$ cat src/rtl/apb_bridge_arbiter_if.sv
// Bus bundle for apb_bridge_arbiter: two req/ack requester ports and the AHB-Lite
// master port towards the AHB-to-APB bridge.
interface apb_bridge_arbiter_if;
    logic        r0_req;
    logic [31:0] r0_addr;
    logic        r0_write;
    logic [31:0] r0_wdata;
    logic        r0_ack;
    logic [31:0] r0_rdata;
    logic        r0_err;

    logic        r1_req;
    logic [31:0] r1_addr;
    logic        r1_write;
    logic [31:0] r1_wdata;
    logic        r1_ack;
    logic [31:0] r1_rdata;
    logic        r1_err;

    logic        HSEL;
    logic [31:0] HADDR;
    logic [1:0]  HTRANS;
    logic        HWRITE;
    logic [31:0] HWDATA;
    logic        HREADY;
    logic [31:0] HRDATA;
    logic        HREADYOUT;
    logic [1:0]  HRESP;

    // Arbiter view: serves the requesters and masters the bridge.
    modport master (
        input  r0_req, r0_addr, r0_write, r0_wdata,
        output r0_ack, r0_rdata, r0_err,
        input  r1_req, r1_addr, r1_write, r1_wdata,
        output r1_ack, r1_rdata, r1_err,
        output HSEL, HADDR, HTRANS, HWRITE, HWDATA, HREADY,
        input  HRDATA, HREADYOUT, HRESP
    );

    // Environment view: requesters plus the bridge.
    modport slave (
        output r0_req, r0_addr, r0_write, r0_wdata,
        input  r0_ack, r0_rdata, r0_err,
        output r1_req, r1_addr, r1_write, r1_wdata,
        input  r1_ack, r1_rdata, r1_err,
        input  HSEL, HADDR, HTRANS, HWRITE, HWDATA, HREADY,
        output HRDATA, HREADYOUT, HRESP
    );
endinterface

$ cat src/rtl/apb_bridge_arbiter.sv
// Round-robin arbiter sharing the bridge's AHB-Lite slave port between two
// single-word requesters, with a data-phase watchdog that aborts hung transfers.
module apb_bridge_arbiter #(
    parameter int unsigned TIMEOUT_CYCLES = 255,
    parameter logic [31:0] ERR_RDATA      = 32'hDEAD_BEEF
) (
    input  logic                 HCLK,
    input  logic                 HRESETN,
    apb_bridge_arbiter_if.master bus
);

    localparam int unsigned WD_W = (TIMEOUT_CYCLES == 0) ? 1 : $clog2(TIMEOUT_CYCLES + 1);
    localparam logic        WD_EN = (TIMEOUT_CYCLES != 0);
    localparam logic [WD_W-1:0] WD_LAST = WD_W'((TIMEOUT_CYCLES == 0) ? 0 : TIMEOUT_CYCLES - 1);

    typedef enum logic [2:0] {
        ST_IDLE  = 3'd0,
        ST_ADDR  = 3'd1,
        ST_DATA  = 3'd2,
        ST_RESP  = 3'd3,
        ST_FLUSH = 3'd4
    } state_t;

    state_t            state_r;
    logic              last_grant_r;
    logic              owner_r;
    logic              abort_r;
    logic [WD_W-1:0]   wd_cnt_r;
    logic              hsel_r;
    logic [31:0]       haddr_r;
    logic [1:0]        htrans_r;
    logic              hwrite_r;
    logic [31:0]       hwdata_r;
    logic              ack0_r;
    logic              ack1_r;
    logic [31:0]       rdata0_r;
    logic [31:0]       rdata1_r;
    logic              err0_r;
    logic              err1_r;

    logic              grant_valid_s;
    logic              grant_sel_s;
    logic [31:0]       sel_addr_s;
    logic              sel_write_s;
    logic [31:0]       sel_wdata_s;
    logic [31:0]       cpl_rdata_s;
    logic              cpl_err_s;
    logic              wd_expired_s;
    logic              hresp_unused_s;

    assign wd_expired_s   = WD_EN && (wd_cnt_r == WD_LAST);
    assign hresp_unused_s = bus.HRESP[1];

    // Round-robin pick: on a tie the requester that did not win last time goes next.
    always_comb begin
        grant_valid_s = 1'b0;
        grant_sel_s   = last_grant_r;
        if (bus.r0_req && bus.r1_req) begin
            grant_valid_s = 1'b1;
            grant_sel_s   = ~last_grant_r;
        end else if (bus.r0_req) begin
            grant_valid_s = 1'b1;
            grant_sel_s   = 1'b0;
        end else if (bus.r1_req) begin
            grant_valid_s = 1'b1;
            grant_sel_s   = 1'b1;
        end else begin
            grant_valid_s = 1'b0;
            grant_sel_s   = last_grant_r;
        end
    end

    // Command fields of the requester being granted.
    always_comb begin
        sel_addr_s  = bus.r0_addr;
        sel_write_s = bus.r0_write;
        sel_wdata_s = bus.r0_wdata;
        if (grant_sel_s) begin
            sel_addr_s  = bus.r1_addr;
            sel_write_s = bus.r1_write;
            sel_wdata_s = bus.r1_wdata;
        end else begin
            sel_addr_s  = bus.r0_addr;
            sel_write_s = bus.r0_write;
            sel_wdata_s = bus.r0_wdata;
        end
    end

    // Response to hand back: bridge data when it completes, otherwise the abort pattern.
    always_comb begin
        cpl_rdata_s = ERR_RDATA;
        cpl_err_s   = 1'b1;
        if (bus.HREADYOUT) begin
            cpl_rdata_s = hwrite_r ? 32'h0000_0000 : bus.HRDATA;
            cpl_err_s   = bus.HRESP[0];
        end else begin
            cpl_rdata_s = ERR_RDATA;
            cpl_err_s   = 1'b1;
        end
    end

    // Transfer sequencer with all bus and requester outputs registered.
    always_ff @(posedge HCLK or negedge HRESETN) begin
        if (!HRESETN) begin
            state_r      <= ST_IDLE;
            last_grant_r <= 1'b1;
            owner_r      <= 1'b0;
            abort_r      <= 1'b0;
            wd_cnt_r     <= '0;
            hsel_r       <= 1'b0;
            haddr_r      <= 32'h0000_0000;
            htrans_r     <= 2'b00;
            hwrite_r     <= 1'b0;
            hwdata_r     <= 32'h0000_0000;
            ack0_r       <= 1'b0;
            ack1_r       <= 1'b0;
            rdata0_r     <= 32'h0000_0000;
            rdata1_r     <= 32'h0000_0000;
            err0_r       <= 1'b0;
            err1_r       <= 1'b0;
        end else begin
            ack0_r <= 1'b0;
            ack1_r <= 1'b0;
            case (state_r)
                ST_IDLE: begin
                    if (grant_valid_s) begin
                        owner_r      <= grant_sel_s;
                        last_grant_r <= grant_sel_s;
                        haddr_r      <= sel_addr_s;
                        hwrite_r     <= sel_write_s;
                        hwdata_r     <= sel_wdata_s;
                        hsel_r       <= 1'b1;
                        htrans_r     <= 2'b10;
                        state_r      <= ST_ADDR;
                    end else begin
                        state_r      <= ST_IDLE;
                    end
                end
                ST_ADDR: begin
                    if (bus.HREADYOUT) begin
                        hsel_r   <= 1'b0;
                        htrans_r <= 2'b00;
                        wd_cnt_r <= '0;
                        state_r  <= ST_DATA;
                    end else begin
                        state_r  <= ST_ADDR;
                    end
                end
                ST_DATA: begin
                    // A completing bridge wins over a watchdog expiring on the same cycle.
                    if (bus.HREADYOUT || wd_expired_s) begin
                        if (owner_r) begin
                            ack1_r   <= 1'b1;
                            rdata1_r <= cpl_rdata_s;
                            err1_r   <= cpl_err_s;
                        end else begin
                            ack0_r   <= 1'b1;
                            rdata0_r <= cpl_rdata_s;
                            err0_r   <= cpl_err_s;
                        end
                        abort_r  <= ~bus.HREADYOUT;
                        wd_cnt_r <= '0;
                        state_r  <= ST_RESP;
                    end else begin
                        wd_cnt_r <= wd_cnt_r + WD_W'(1);
                        state_r  <= ST_DATA;
                    end
                end
                ST_RESP: begin
                    state_r <= abort_r ? ST_FLUSH : ST_IDLE;
                end
                ST_FLUSH: begin
                    if (bus.HREADYOUT) begin
                        abort_r <= 1'b0;
                        state_r <= ST_IDLE;
                    end else begin
                        state_r <= ST_FLUSH;
                    end
                end
                default: begin
                    hsel_r   <= 1'b0;
                    htrans_r <= 2'b00;
                    abort_r  <= 1'b0;
                    wd_cnt_r <= '0;
                    state_r  <= ST_IDLE;
                end
            endcase
        end
    end

    assign bus.HSEL     = hsel_r;
    assign bus.HADDR    = haddr_r;
    assign bus.HTRANS   = htrans_r;
    assign bus.HWRITE   = hwrite_r;
    assign bus.HWDATA   = hwdata_r;
    assign bus.HREADY   = bus.HREADYOUT;
    assign bus.r0_ack   = ack0_r;
    assign bus.r0_rdata = rdata0_r;
    assign bus.r0_err   = err0_r;
    assign bus.r1_ack   = ack1_r;
    assign bus.r1_rdata = rdata1_r;
    assign bus.r1_err   = err1_r;

endmodule

$ cat src/flat_wrapper.sv
// flat-port wrapper written by rule: the top's interface ports become plain ports
module apb_bridge_arbiter_flat 
#(
    parameter int unsigned TIMEOUT_CYCLES = 255,
    parameter logic [31:0] ERR_RDATA      = 32'hDEAD_BEEF
)
  (HCLK, HRESETN, bus_r0_req, bus_r0_addr, bus_r0_write, bus_r0_wdata, bus_r0_ack, bus_r0_rdata, bus_r0_err, bus_r1_req, bus_r1_addr, bus_r1_write, bus_r1_wdata, bus_r1_ack, bus_r1_rdata, bus_r1_err, bus_HSEL, bus_HADDR, bus_HTRANS, bus_HWRITE, bus_HWDATA, bus_HREADY, bus_HRDATA, bus_HREADYOUT, bus_HRESP);
  apb_bridge_arbiter_if bus_i ();
  input  logic HCLK;
  input  logic HRESETN;
  input wire logic [$bits(bus_i.r0_req)-1:0] bus_r0_req;
  input wire logic [$bits(bus_i.r0_addr)-1:0] bus_r0_addr;
  input wire logic [$bits(bus_i.r0_write)-1:0] bus_r0_write;
  input wire logic [$bits(bus_i.r0_wdata)-1:0] bus_r0_wdata;
  output wire logic [$bits(bus_i.r0_ack)-1:0] bus_r0_ack;
  output wire logic [$bits(bus_i.r0_rdata)-1:0] bus_r0_rdata;
  output wire logic [$bits(bus_i.r0_err)-1:0] bus_r0_err;
  input wire logic [$bits(bus_i.r1_req)-1:0] bus_r1_req;
  input wire logic [$bits(bus_i.r1_addr)-1:0] bus_r1_addr;
  input wire logic [$bits(bus_i.r1_write)-1:0] bus_r1_write;
  input wire logic [$bits(bus_i.r1_wdata)-1:0] bus_r1_wdata;
  output wire logic [$bits(bus_i.r1_ack)-1:0] bus_r1_ack;
  output wire logic [$bits(bus_i.r1_rdata)-1:0] bus_r1_rdata;
  output wire logic [$bits(bus_i.r1_err)-1:0] bus_r1_err;
  output wire logic [$bits(bus_i.HSEL)-1:0] bus_HSEL;
  output wire logic [$bits(bus_i.HADDR)-1:0] bus_HADDR;
  output wire logic [$bits(bus_i.HTRANS)-1:0] bus_HTRANS;
  output wire logic [$bits(bus_i.HWRITE)-1:0] bus_HWRITE;
  output wire logic [$bits(bus_i.HWDATA)-1:0] bus_HWDATA;
  output wire logic [$bits(bus_i.HREADY)-1:0] bus_HREADY;
  input wire logic [$bits(bus_i.HRDATA)-1:0] bus_HRDATA;
  input wire logic [$bits(bus_i.HREADYOUT)-1:0] bus_HREADYOUT;
  input wire logic [$bits(bus_i.HRESP)-1:0] bus_HRESP;
  assign bus_i.r0_req = bus_r0_req;
  assign bus_i.r0_addr = bus_r0_addr;
  assign bus_i.r0_write = bus_r0_write;
  assign bus_i.r0_wdata = bus_r0_wdata;
  assign bus_r0_ack = bus_i.r0_ack;
  assign bus_r0_rdata = bus_i.r0_rdata;
  assign bus_r0_err = bus_i.r0_err;
  assign bus_i.r1_req = bus_r1_req;
  assign bus_i.r1_addr = bus_r1_addr;
  assign bus_i.r1_write = bus_r1_write;
  assign bus_i.r1_wdata = bus_r1_wdata;
  assign bus_r1_ack = bus_i.r1_ack;
  assign bus_r1_rdata = bus_i.r1_rdata;
  assign bus_r1_err = bus_i.r1_err;
  assign bus_HSEL = bus_i.HSEL;
  assign bus_HADDR = bus_i.HADDR;
  assign bus_HTRANS = bus_i.HTRANS;
  assign bus_HWRITE = bus_i.HWRITE;
  assign bus_HWDATA = bus_i.HWDATA;
  assign bus_HREADY = bus_i.HREADY;
  assign bus_i.HRDATA = bus_HRDATA;
  assign bus_i.HREADYOUT = bus_HREADYOUT;
  assign bus_i.HRESP = bus_HRESP;
  apb_bridge_arbiter #(.TIMEOUT_CYCLES(TIMEOUT_CYCLES), .ERR_RDATA(ERR_RDATA)) u_core (.HCLK(HCLK), .HRESETN(HRESETN), .bus(bus_i));
endmodule
$ cat config.mk
export PLATFORM = sky130hd
export DESIGN_NAME = apb_bridge_arbiter_flat
export DESIGN_NICKNAME = d
export VERILOG_FILES = /design/src/rtl/apb_bridge_arbiter_if.sv /design/src/rtl/apb_bridge_arbiter.sv /design/src/flat_wrapper.sv
export SDC_FILE = /design/constraint.sdc
export NUM_CORES = 1
export LEC_CHECK = 0
export CELL_PAD_IN_SITES_DETAIL_PLACEMENT = 1
export CELL_PAD_IN_SITES_GLOBAL_PLACEMENT = 1
export CORE_UTILIZATION = 31
export CTS_BUF_LIST = sky130_fd_sc_hd__clkbuf_4 sky130_fd_sc_hd__clkbuf_8 sky130_fd_sc_hd__clkbuf_16
export DETAILED_ROUTE_END_ITERATION = 7
export PLACE_DENSITY_LB_ADDON = 0.1
export SYNTH_ARGS = -nofsm -noshare
export SYNTH_HDL_FRONTEND = slang
export SYNTH_SLANG_ARGS = --single-unit
$ cat constraint.sdc
create_clock -name HCLK -period 2 [get_ports HCLK]
set_input_delay 0.3 -clock HCLK [delete_from_list [all_inputs] [get_ports HCLK]]
set_output_delay 0.3 -clock HCLK [all_outputs]
set_load 0.02 [all_outputs]
Yosys cells after proc, flatten, opt, wreduce, memory -nomap -nowiden. Cells that the tools add are included. W data, S select, Z words.

Register bits after elaboration: 150. Input bits: 169. Output and inout port bits: 137. Word-level logic and storage cells: 79.

$add $sub $neg: 1. Equality and inequality tests: 9. Mux-type cells: 35. Bitwise gates (word level): 6. Reductions and logical operators: 12.

Operators with widths (count): $mux W32 (4); $pmux W8 S3 (1); $mux W1 (19); $mux W8 (2); $pmux W3 S5 (1); $reduce_and A3 Y1 (4); $reduce_or A3 Y1 (3); $add A8 B1 Y8 const B (1); $eq A8 B8 Y1 const B (1); $eq A3 B2 Y1 const B (2); $mux W2 (3); $mux W3 (2); $not A1 Y1 (6); $pmux W1 S3 (2); $pmux W2 S3 (1); $ne A2 B1 Y1 const B (2); $ne A2 B2 Y1 const B (2); $reduce_and A2 Y1 (2); $eq A3 B1 Y1 const B (1); $eq A3 B3 Y1 const B (1); $logic_not A3 Y1 (1); $logic_and A1 B1 Y1 (1); $logic_or A1 B1 Y1 (1).

Logic depth before layout (Yosys ltp). Gate-level depths: netlist of the first run.

Depth in word-level cells: 5. Depth in mapped cells: 8. Depth with buffers taken out: 7.

Least setup slack after synthesis of the first run. No wires, ideal clock.

Path type: flip-flop to flip-flop. From: register u_core.state_r[1]. To: register u_core.owner_r. Library setup time: 132 ps. Data arrival time: 1500 ps. Data required time: 1868 ps. Setup slack: 368 ps. Cell stages (with the launch flop): 8. Path buffers: 4. Clock period less this slack: 1632 ps. Path through: dfrtp_1 -> buf_2 -> or4_4 -> buf_6 -> buf_6 -> buf_6 -> nand2_1 -> o21ai_1.

Cells in the longest elaborated chain, start to end: 2.

RTL lines: start, declared (RTL line apb_bridge_arbiter.sv:24) `state_t state_r;`; start signal, assigned (RTL line apb_bridge_arbiter.sv:170) `state_r <= abort_r ? ST_FLUSH : ST_IDLE;`; $logic_not A3 Y1 (RTL line apb_bridge_arbiter.sv:124) `case (state_r)`; $reduce_and A2 Y1 (no source line); end signal, assigned (RTL line apb_bridge_arbiter.sv:127) `owner_r <= grant_sel_s;`; end, declared (RTL line apb_bridge_arbiter.sv:26) `logic owner_r;`.

Every way passes these cells. A chain may end at the register's enable or synchronous reset.

Worst setup path after layout of the first run.
From: input bus_HREADYOUT. To: output bus_HREADY.

RTL lines: start, declared (RTL line flat_wrapper.sv:32) `input wire logic [$bits(bus_i.HREADYOUT)-1:0] bus_HREADYOUT;`; end, declared (RTL line flat_wrapper.sv:30) `output wire logic [$bits(bus_i.HREADY)-1:0] bus_HREADY;`.

No word-level cell between the ends.

==> results of run 1 <==
layout make-up:
| cell class | instances | area, µm² |
|---|---|---|
| clock buffers | 17 | 425 |
| fillers | 2182 | 9980 |
| multi-input cells | 378 | 2540 |
| clock inverters | 15 | 144 |
| well taps | 270 | 338 |
| flip-flops and latches | 148 | 3700 |
| repair buffers | 329 | 3330 |
| inverters | 6 | 22.5 |
what timing repair did:
action / in CTS / in global routing
gates resized for setup: 0 / 3
endpoints found under the hold margin: 41 / 0
setup endpoints to repair: 0 / 34
hold buffers: 1 / 0
buffers inserted: 0 / 0
metrics by stage:
| step | utilization (%) | TNS [ns] | hold WS (ns) | setup WS (ns) | instance area, µm² |
|---|---|---|---|---|---|
| after floorplan | - | 0 | 0.00441 | 0.368 | 6550 |
| after global placement | 48.4 | -0.696 | 0.268 | -0.0944 | 9910 |
| after detailed placement | 48.4 | -2.40 | 0.274 | -0.143 | 9910 |
| after CTS | 51.2 | 0 | 0.398 | 0.0587 | 10500 |
| after global routing | 51.3 | 0 | 0.409 | 0.00110 | 10500 |
| final | 51.3 | 0 | 0.382 | 0.124 | 10500 |
sequential cells by signal (all words and copies together), names as in the netlist:
name                 count
u_core.bus.r1_err        1
u_core.bus.r0_ack        1
u_core.wd_cnt_r          8
u_core.last_grant_r      1
u_core.bus.r0_err        1
u_core.state_r           3
u_core.abort_r           1
u_core.bus.HTRANS        1
u_core.owner_r           1
u_core.bus.HWDATA       32
u_core.bus.r1_ack        1
u_core.bus.HADDR        32
u_core.bus.HWRITE        1
u_core.bus.r1_rdata     32
u_core.bus.r0_rdata     32
cells by family (layout without fill, tap and decap cells):
logic type,count (synthesis),in the layout
multiplexers,65,65
flip-flops,148,148
AO/OA/AOI/OAI,160,160
XOR/XNOR,1,1
AND/OR/NAND/NOR,149,149
other,1,1
adder cells (fa/ha/maj),2,2
buffers and inverters,51,367
synthesized netlist by cell type (2+ instances only):
cell type  count
a31oi_1        5
o21a_1        25
buf_2         12
a21o_1         2
o21ai_1       62
o21ai_0       12
a21oi_1        5
a2bb2oi_1     25
and3_1         3
nor2_1         4
a221o_1        2
a22o_1        17
inv_1          4
nand3_1       29
mux2i_1       65
clkbuf_1      14
nor2b_1        4
buf_6         14
ha_1           2
buf_4          4
dfrtp_1      147
nand2b_1      26
inv_2          2
nand2_1       71
power breakdown:
group	internal [mW]	switching (mW)	total (mW)
logic	4.20	4.50	8.70
registers	4.42	0.884	5.30
clock network	1.74	1.36	3.10
total	10.4	6.74	17.1
worst paths after layout:
check | startpoint | endpoint | slack, ns
min reg2reg | u_core.bus.HADDR[23] | u_core.bus.HADDR[23] | 0.48
max in group asynchronous | HRESETN | u_core.bus.r1_rdata[27] | 1.03
max reg2reg | u_core.wd_cnt_r[0] | u_core.bus.r0_rdata[23] | 0.17
min in group HCLK | bus_HRDATA[12] | u_core.bus.r0_rdata[12] | 0.47
max | bus_HREADYOUT | bus_HREADY | 0.12
min | HRESETN | u_core.bus.r1_rdata[24] | 0.38
layer usage:
metal | up-vias | track usage (%)
li1 | 2653 | -
met4 | 0 | 6.91
met1 | 2757 | 23.3
met5 | - | 0
met2 | 216 | 36.7
met3 | 22 | 7.20
==> metrics.cfg, run 1 <==
[pwr]
power.density_nw_per_um2 = 1630
power.total_mw = 17.1
vdd.ir_drop.worst_v = 0.000574
static-leakage-power_nw = 4.51

[placed_design]
io_buffer_count = 303
dpl.hpwl_um = 16500
post-place-cells = 1130
place.gp.congestion = 0.769

[final_layout]
number_of_antenna_cells_inserted = 0
commonest_non_fill_non_tap_cell_in_the_layout = clkdlybuf4s50_1
layout.nets = 1051
area_growth_syn_to_layout_pct = 60.6
post_route_cells_drive_above_1_share_pct = 7.84
finish.cell_count_without_fillers = 1163
most_frequent_cells_in_the_layout = 302 x clkdlybuf4s50_1, 147 x dfrtp_1, 71 x nand2_1

[yosys]
async_reset_ff_share_pct = 100
synthFlopType = dfrtp_1
yosysTopAreaCell = dfrtp_1
postSynthNetCount = 748
post_synth_and_or_nand_nor_area_fraction_pct = 11.7
mappedNetlistArea_um2 = 6550
postSynthRegisterBits = 148
synthXorXnorAreaFrac_pct = 0.134
yosysTopAreaCellShare_pct = 56.2
syn_inst = 577
synth_edf_count = 0
synth-adder-area-share_pct = 0.382
synth-compound-area-share_pct = 16.2
synth_sequential_area_ratio_pct = 56.6
syn_avg_cell_area_um2 = 11.3
netlist_top_cells_area = dfrtp_1 56%, mux2i_1 9.9%, o21ai_1 4.7%, nand2_1 4.1%, a2bb2oi_1 3.3%
synth_warnings = 0
synthMuxAreaShare_pct = 9.94
netlist-cell-type-count = 45
synth_top_family_by_area = compound AO/OA/AOI/OAI gates

[setup_path]
critical_path_depth = 2
timing.critical_path.slowest_cell_delay_ns = 0.68
worst_setup_path_type = input pin to output pin
timing.critical_path.mode_cell = clkdlybuf4s50_1
cp_top_family = buffers and inverters
crit_required_ns = 1.70
crit_arrival_ns = 1.58
critical_path.startpoint_type = input pin
critical_path.n_buffers_inverters = 2
r2r.worst_path.cells = 8
crit_chain = clkdlybuf4s50_1, clkdlybuf4s50_1
crit_path_top_delay_cell = clkdlybuf4s50_1
critical_path_fanouts_max = 6
cp-end-kind = output pin

[routing]
drtPass1Iterations = 4
routed_wirelength_um = 21600
top_signal_layer_used = met4
drt_drc_violations_left = 0
drt-wirelength-per-cell_um = 18.6
route.vias.total = 5648
antenna_left = 0
met3_wirelength_um = 1750
viasPerCell = 4.86
initialDrtViolationCount = 143
met1Wirelength_um = 8490
detailroute.wirelength.met2_um = 11000

[timing]
fmax_mhz = 533
grt_setup_unrepaired = false
finalCritPeriodShare_pct = 93.8
timing.final.max_slew_violations = 0
tightestPinTransition_ns = 0.600
finalClockSkew_ns = 0.0102
period_needed_ns = 1.88
setup_violations_final = 0
timing.final.hold_violations = 0
slew_headroom_pct = 59.9

[floorplanning]
io_pins = 306
dieHeight_um = 147
dieWidth_um = 147
floorplan_core_area_um2 = 20500
fp.dieArea_um2 = 21700
rows = 52
starting_density_of_the_core_pct = 31.9

[global_routing]
grt_use_total_pct = 20.8
globalRoute.totalOverflow = 0
antenna_found_initial = 0
grt_max_degree = 65
vias_in_the_first_global_route = 6181
grt_first_pass_wirelength_um = 34400

[clocking]
clockRootBuffer = clkbuf_16
clockBufferDepth = 2
cts-htree-levels = 4
insertion_delay_ns = 0.42
cts-buffers-inserted = 17
numClockSinks = 148
worst_setup_hold_path_clk_slew_ns = 0.06
tritoncts = yes

[hold_path]
timing.hold.worst.class = input pin to async pin

[run_status]
outcome = finished clean

[run]
max_cap_violations = 0

(Power assumes the default switching activity.)
==> run 2: changes to the inputs <==
--- a/config.mk
+++ b/config.mk
@@ -10,6 +10,7 @@
 export CORE_UTILIZATION = 31
 export CTS_BUF_LIST = sky130_fd_sc_hd__clkbuf_4 sky130_fd_sc_hd__clkbuf_8 sky130_fd_sc_hd__clkbuf_16
 export DETAILED_ROUTE_END_ITERATION = 7
+export GPL_ROUTABILITY_DRIVEN = 0
 export PLACE_DENSITY_LB_ADDON = 0.1
 export SYNTH_ARGS = -nofsm -noshare
 export SYNTH_HDL_FRONTEND = slang
==> results of run 2 <==
No change in the layout: final DEF, timing and power equal those of run 1.
